File: src/rtl/jtpang_objdma.sv
// Object DMA for the Pang board: on a dma_go edge it takes the Z80 bus and copies the object
// table from video RAM into the object line buffer. Optional macro: JTPANG_OBJDMA_VB_EN.
module jtpang_objdma #(
  parameter int unsigned       SRC_AW   = 12,
  parameter int unsigned       DST_AW   = 9,
  parameter int unsigned       LEN      = 512,
  parameter logic [SRC_AW-1:0] SRC_BASE = '0
) (
  input  logic              clk,
  input  logic              rst,
  input  logic              dma_go,
  input  logic              LVBL,
  output logic              busrq_n,
  input  logic              busak_n,
  output logic              src_cs,
  output logic [SRC_AW-1:0] src_addr,
  input  logic [7:0]        src_dout,
  output logic [DST_AW-1:0] buf_addr,
  output logic [7:0]        buf_din,
  output logic              buf_we,
  output logic              busy,
  output logic              done
);

  typedef enum logic [2:0] {StIdle, StReq, StXfer, StDrain, StRel} state_e;

  state_e            state_q, state_d;
  logic              go_l_q;
  logic              pend_q, pend_d;
  logic [DST_AW:0]   cnt_q, cnt_d;
  logic              rd_v_q;
  logic [DST_AW-1:0] rd_a_q;
  logic              go_event;
  logic              last_rd;
  logic              vb_ok;

  assign go_event = dma_go & ~go_l_q;
  assign last_rd  = (32'(cnt_q) == LEN - 1);

`ifdef JTPANG_OBJDMA_VB_EN
  assign vb_ok = ~LVBL;
`else
  // LVBL is kept referenced in this build, but the start condition ignores it.
  assign vb_ok = LVBL | 1'b1;
`endif

  always_comb begin
    state_d = state_q;
    pend_d  = pend_q | go_event;
    cnt_d   = cnt_q;
    busrq_n = 1'b1;
    busy    = 1'b0;
    done    = 1'b0;
    src_cs  = 1'b0;
    unique case (state_q)
      StIdle: begin
        if (pend_q && vb_ok) begin
          state_d = StReq;
          pend_d  = 1'b0;
          cnt_d   = '0;
        end
      end
      StReq: begin
        busrq_n = 1'b0;
        busy    = 1'b1;
        if (!busak_n) state_d = StXfer;
      end
      StXfer: begin
        busrq_n = 1'b0;
        busy    = 1'b1;
        // Losing the grant simply stalls the copy at the current count.
        if (!busak_n && (32'(cnt_q) < LEN)) begin
          src_cs = 1'b1;
          cnt_d  = cnt_q + 1'b1;
          if (last_rd) state_d = StDrain;
        end
      end
      StDrain: begin
        busrq_n = 1'b0;
        busy    = 1'b1;
        state_d = StRel;
      end
      StRel: begin
        done  = 1'b1;
        cnt_d = '0;
        // An edge arriving together with done still chains straight into a new request.
        if ((pend_q || go_event) && vb_ok) begin
          state_d = StReq;
          pend_d  = 1'b0;
        end else begin
          state_d = StIdle;
        end
      end
      default: state_d = StIdle;
    endcase
  end

  always_ff @(posedge clk) begin
    if (rst) begin
      state_q <= StIdle;
      go_l_q  <= 1'b0;
      pend_q  <= 1'b0;
      cnt_q   <= '0;
      rd_v_q  <= 1'b0;
      rd_a_q  <= '0;
    end else begin
      state_q <= state_d;
      go_l_q  <= dma_go;
      pend_q  <= pend_d;
      cnt_q   <= cnt_d;
      rd_v_q  <= src_cs;
      if (src_cs) rd_a_q <= cnt_q[DST_AW-1:0];
    end
  end

  assign src_addr = SRC_BASE + SRC_AW'(cnt_q);
  assign buf_we   = rd_v_q;
  assign buf_addr = rd_a_q;
  assign buf_din  = rd_v_q ? src_dout : 8'h00;

endmodule
File: config.mk
export PLATFORM = sky130hd
export DESIGN_NAME = jtpang_objdma
export DESIGN_NICKNAME = d
export VERILOG_FILES = /design/src/rtl/jtpang_objdma.sv
export SDC_FILE = /design/constraint.sdc
export NUM_CORES = 1
export LEC_CHECK = 0
export BUFFER_PORTS_ARGS = -buffer_cell sky130_fd_sc_hd__buf_2
export CAP_MARGIN = 0
export CORE_ASPECT_RATIO = 0.6
export CORE_MARGIN = 2
export CORE_UTILIZATION = 30
export DETAILED_ROUTE_END_ITERATION = 10
export PLACE_DENSITY = 0.67
export SYNTH_ARGS = -nofsm -noshare
export SYNTH_HDL_FRONTEND = slang
export SYNTH_SLANG_ARGS = --single-unit
File: constraint.sdc
create_clock -name clk -period 2.1 [get_ports clk]
set_input_delay 0.42 -clock clk [delete_from_list [all_inputs] [get_ports clk]]
set_output_delay 0.42 -clock clk [all_outputs]
set_load 0.05 [all_outputs]
==> reports/qor.yml, run 1 <==
grt_max_degree: 20
cts_tree: "built"
setup_violations: 0
arrival_ns: 1.61
cts_buffers: 3
layout_common_cells: "buf_2 (42), dfxtp_1 (24), nand2_1 (22)"
ys_seq_area_share_pct: 43.9
cts.path.max_buffers: 2
yosys.area.top_type: "dfxtp_1"
critical_path_required_ns: 1.68
postRouteAntennaNets: 0
htree_levels: 1
worst_pin_slew_ns: 0.492
synth_edf_count: 0
die_w_um: 83.6
finalSetupTns_ns: 0
syn_inst: 137
setup_slack_ns: 0.0680
syn_area_per_cell_um2: 8.33
grt_pass1_wl_um: 4520
end_kind: "primary output"
drv_slew: 0
p_total_uw: 917
ys.flop_type: "dfxtp_1"
antenna_found_initial: 0
wl_per_cell_um: 12.2
rsz0062_at_grt: "false"
overflow: 0
first_global_vias: 939
cap_violations: 0
routed_wl_um: 2800
synth_top_area_share_pct: 43.9
syn-cell-area_um2: 1140
critPathMaxFanout: 5
multi_input_area_um2: 567
ir_drop_v: 0.000249
status: "finished, final reports clean"
synth.area.top_cells: "dfxtp_1 (44%), nand2_1 (7.2%), a21oi_1 (5.7%), and2_1 (4.4%), nor2_1 (4.3%)"
drt_iter0_drc: 65
dp_hpwl_um: 2060
yosysWarnings: 0
syn2layout_area_growth_pct: 29.6
clk_latency_ns: 0.28
fin_skew_ns: 0.00717
root_buffer: "clkbuf_8"
preCtsSetupSlack_ns: 0.0742
powerDensity_nw_per_um2: 620
start_kind: "register"
period_needed_ns: 2.03
critPathKind: "register to primary output"
track_usage_pct: 13.2
core_area_um2: 3660
seqCellArea_um2: 502
place_congestion: 0.752
hp-class: "input port to register"
vias: 1111
rows: 17
via_per_inst: 4.83
p_leak_uw: 0.000659
fin_crit_sh_pct: 96.8
cts.sinks: 25
fp.dieArea_um2: 4330
fillers: 390
async_flop_share_pct: 0
io_pins: 47
timing.fmax_ghz: 0.492
layout_commonest_cell: "buf_2"
synthDistinctLibCells: 37
n_antenna_cell: 0
die_height_um: 51.8
synth_seq_cells: 25
hold_viol: 0
drive_above_1_share_pct: 32.8
clk_pin_slew_ns: 0.09
nets: 198
slew_headroom_pct: 66.4
drcViolationCount: 0
portBuffers: 43
first_pass_iters: 5
start_util_pct: 31.2
==> synth_stat cells, types with 3 or more instances <==
| cell | count |
|---|---|
| nor3_1 | 3 |
| clkbuf_1 | 4 |
| a211oi_1 | 5 |
| a21oi_1 | 13 |
| dfxtp_1 | 25 |
| nand2_1 | 22 |
| xnor2_1 | 4 |
| nand3_1 | 3 |
| inv_1 | 3 |
| nor2_1 | 13 |
| and2_1 | 8 |
==> layer usage <==
metal	global-route usage, %	part of all wire, %	vias up
li1	-	-	554
met1	19.2	51	503
met2	18.9	39	50
met3	5.08	9.6	4
met4	1.61	0.57	0
met5	0	0	-
==> layout make-up <==
class                           instances  area share (%)
Clock buffer                            3            2.79
Sequential cell                        25            33.9
Multi-Input combinational cell         99            38.3
Timing Repair Buffer                   51            19.3
Inverter                                4            1.18
Clock inverter                          1           0.508
Tap cell                               47            3.98
==> metrics by stage <==
| step | cells | utilization (%) | hold WS, ns | cell area, µm² |
|---|---|---|---|---|
| 4_1_cts | 228 | 39.8 | 0.366 | 1460 |
| 3_3_place_gp | 224 | 38.3 | 0.444 | 1400 |
| 3_5_place_dp | 224 | 38.3 | 0.443 | 1400 |
| 5_1_grt | 230 | 40.4 | 0.402 | 1480 |
| 2_1_floorplan | 138 | - | 0.480 | 1150 |
| 6_report | 230 | 40.4 | 0.366 | 1480 |
==> cells by family after synthesis <==
kind of cell               Yosys count  synth area share [%]
muxes                                1                 0.877
AOI/OAI and AO/OA                   30                  17.1
buffers and inverters               14                  6.80
other                                1                 0.329
adders and majority gates            1                  1.10
and+or+nand+nor                     61                  26.9
DFF                                 25                  43.9
xor gates and xnor gates             4                  3.07
==> report_power, final <==
group          internal [µW]  switching, µW
combinational           41.9           83.5
clock                    135            163
sequential               481           12.2
==> worst max-delay path, stage by stage (launching register included) <==
cell     delay (ns)
dfxtp_1        0.32
or4b_4         0.51
or2_4          0.30
inv_4          0.07
buf_8          0.13
==> worst paths after layout <==
path	startpoint	endpoint	slack (ns)	depth (start not counted)
setup / recovery	state_q[2]	src_cs	0.07	4
hold / removal	dma_go	go_l_q	0.37	2
setup reg to reg	state_q[2]	cnt_q[7]	0.12	5
hold reg to reg	buf_addr[6]	buf_addr[6]	0.45	2
==> what timing repair did <==
| action | in CTS | in global routing |
|---|---|---|
| endpoints found under the hold margin | 0 | 0 |
| hold buffers | 0 | 0 |
| buffers inserted | 0 | 2 |
| endpoints found under the setup margin | 1 | 1 |
| pin swaps | 0 | 2 |
| gates resized for setup | 2 | 2 |
==> state kept, by name (all words and copies together) (netlist names) <==
| name | flops |
|---|---|
| buf_we | 1 |
| buf_addr | 9 |
| pend_q | 1 |
| cnt_q | 10 |
| state_q | 3 |
| go_l_q | 1 |
No activity file was read; power rests on OpenSTA's default activity.
==> run 2: changes to the inputs <==
SETUP_SLACK_MARGIN = 0.15   (was unset)
==> run 2 against run 1 <==
Against the previous run:
- clock power down 2%
- final area up 1.1%
- non-clock buffer count unchanged
- largest power group unchanged
- maximum frequency up 2.0%
- global-route usage up 0.49 points
- largest cell class unchanged
==> reports/qor.yml, run 2 (synthesis gave the netlist of run 1 again) <==
status: "finished, final reports clean"
cts_tree: "built"
setup_violations: 0
preCtsSetupSlack_ns: -0.0213
worst_pin_slew_ns: 0.514
timing.hold.ws_ns: 0.366
via_per_inst: 4.93
start_kind: "register"
cap_violations: 0
htree_levels: 1
min_path_cells: 2
syn2layout_area_growth_pct: 31.0
cts_buffers: 3
antenna_found_initial: 0
fin_cells: 230
first_global_vias: 972
end_kind: "primary output"
drive_above_1_share_pct: 35.5
arrival_ns: 1.57
grt_max_degree: 20
setup_slack_ns: 0.108
critPathMaxFanout: 2
regMostFlops: "cnt_q"
drcViolationCount: 0
p_leak_uw: 0.000668
reg2reg_slack_ns: 0.19
fin_crit_sh_pct: 94.8
fillers: 390
critical_path_required_ns: 1.68
ir_drop_v: 0.000285
dp_hpwl_um: 2060
routed_wl_um: 2850
cts.sinks: 25
clk_pin_slew_ns: 0.09
drv_slew: 0
fp.dieArea_um2: 4330
place_congestion: 0.802
largest_reg_flops: 10
n_antenna_cell: 0
hold_viol: 0
max_stage_delay_ns: 0.51
powerDensity_nw_per_um2: 609
slew_headroom_pct: 64.8
rsz0062_at_grt: "true"
drt_iter0_drc: 70
io_pins: 47
critPathKind: "register to primary output"
layout_commonest_cell: "buf_2"
cts.path.max_buffers: 2
core_area_um2: 3660
die_height_um: 51.8
rows: 17
overflow: 0
first_pass_iters: 4
clk_latency_ns: 0.27
start_util_pct: 31.2
postRouteAntennaNets: 0
portBuffers: 43
r2r.worst_path.cells: 5
wl_per_cell_um: 12.4
track_usage_pct: 13.7
ctsHoldBuffers: 0
slowest_stage: "or4b_4"
vias: 1134
fin_skew_ns: 0.00444
timing.fmax_ghz: 0.502
period_needed_ns: 1.99
layout_common_cells: "buf_2 (42), dfxtp_1 (23), nand2_1 (22)"
grt_pass1_wl_um: 4670
die_w_um: 83.6
hp-class: "input port to register"
dp.cells: 224
crit_chain: "or4b_4, or2_4, inv_4, buf_8"
nets: 198
root_buffer: "clkbuf_8"
## run 2: final timing paths
path,from,endpoint
worst min-delay path,dma_go,go_l_q
worst max register to register,state_q[2],cnt_q[7]
worst max-delay path,state_q[2],src_cs
worst min register to register,buf_addr[8],buf_addr[8]
## run 2: through the flow
stage	cell area [µm²]	total power (µW)	TNS [ns]	util (%)
after floorplan	1160	598	0	-
after global placement	1410	625	0	38.6
after detailed placement	1410	626	-0.0213	38.6
after CTS	1490	916	0	40.6
after global routing	1500	943	0	40.9
final	1500	910	0	40.9
## run 2: per-layer routing
metal,vias up,track usage (%),wire (µm),part of all wire (%)
met1,527,19.1,1390,49
met4,0,2.42,4,0.14
met3,2,4.92,295,10
li1,555,-,-,-
met5,-,0,0,0
met2,50,20.7,1160,41
## run 2: worst max-delay path, delay by kind of cell, from the launching register on
family,cells,cell delay (ns)
AND/OR/NAND/NOR,2,0.77
flip-flops,1,0.33
buffers and inverters,2,0.19
## run 2: power by group
group / internal, µW / switching [µW] / leakage [µW] / total (µW)
clock network: 133 / 159 / 0.0000255 / 292
registers: 480 / 12.2 / 0.000203 / 492
logic: 41.6 / 84.6 / 0.000439 / 126
## run 2: repair_timing
action                     4_1_cts  5_1_grt
setup endpoints to repair        1        2
pin swaps                        1        1
buffers inserted                 2        0
resized for setup                4        3
## run 2: layout make-up
cell class / count / area [µm²] / share of cell area (%)
multi-input cells: 99 / 582 / 38.9
flip-flops and latches: 25 / 505 / 33.8
repair buffers: 51 / 285 / 19.1
well taps: 47 / 58.8 / 3.93
clock buffers: 3 / 41.3 / 2.76
inverters: 4 / 17.5 / 1.17
clock inverters: 1 / 5.00 / 0.335
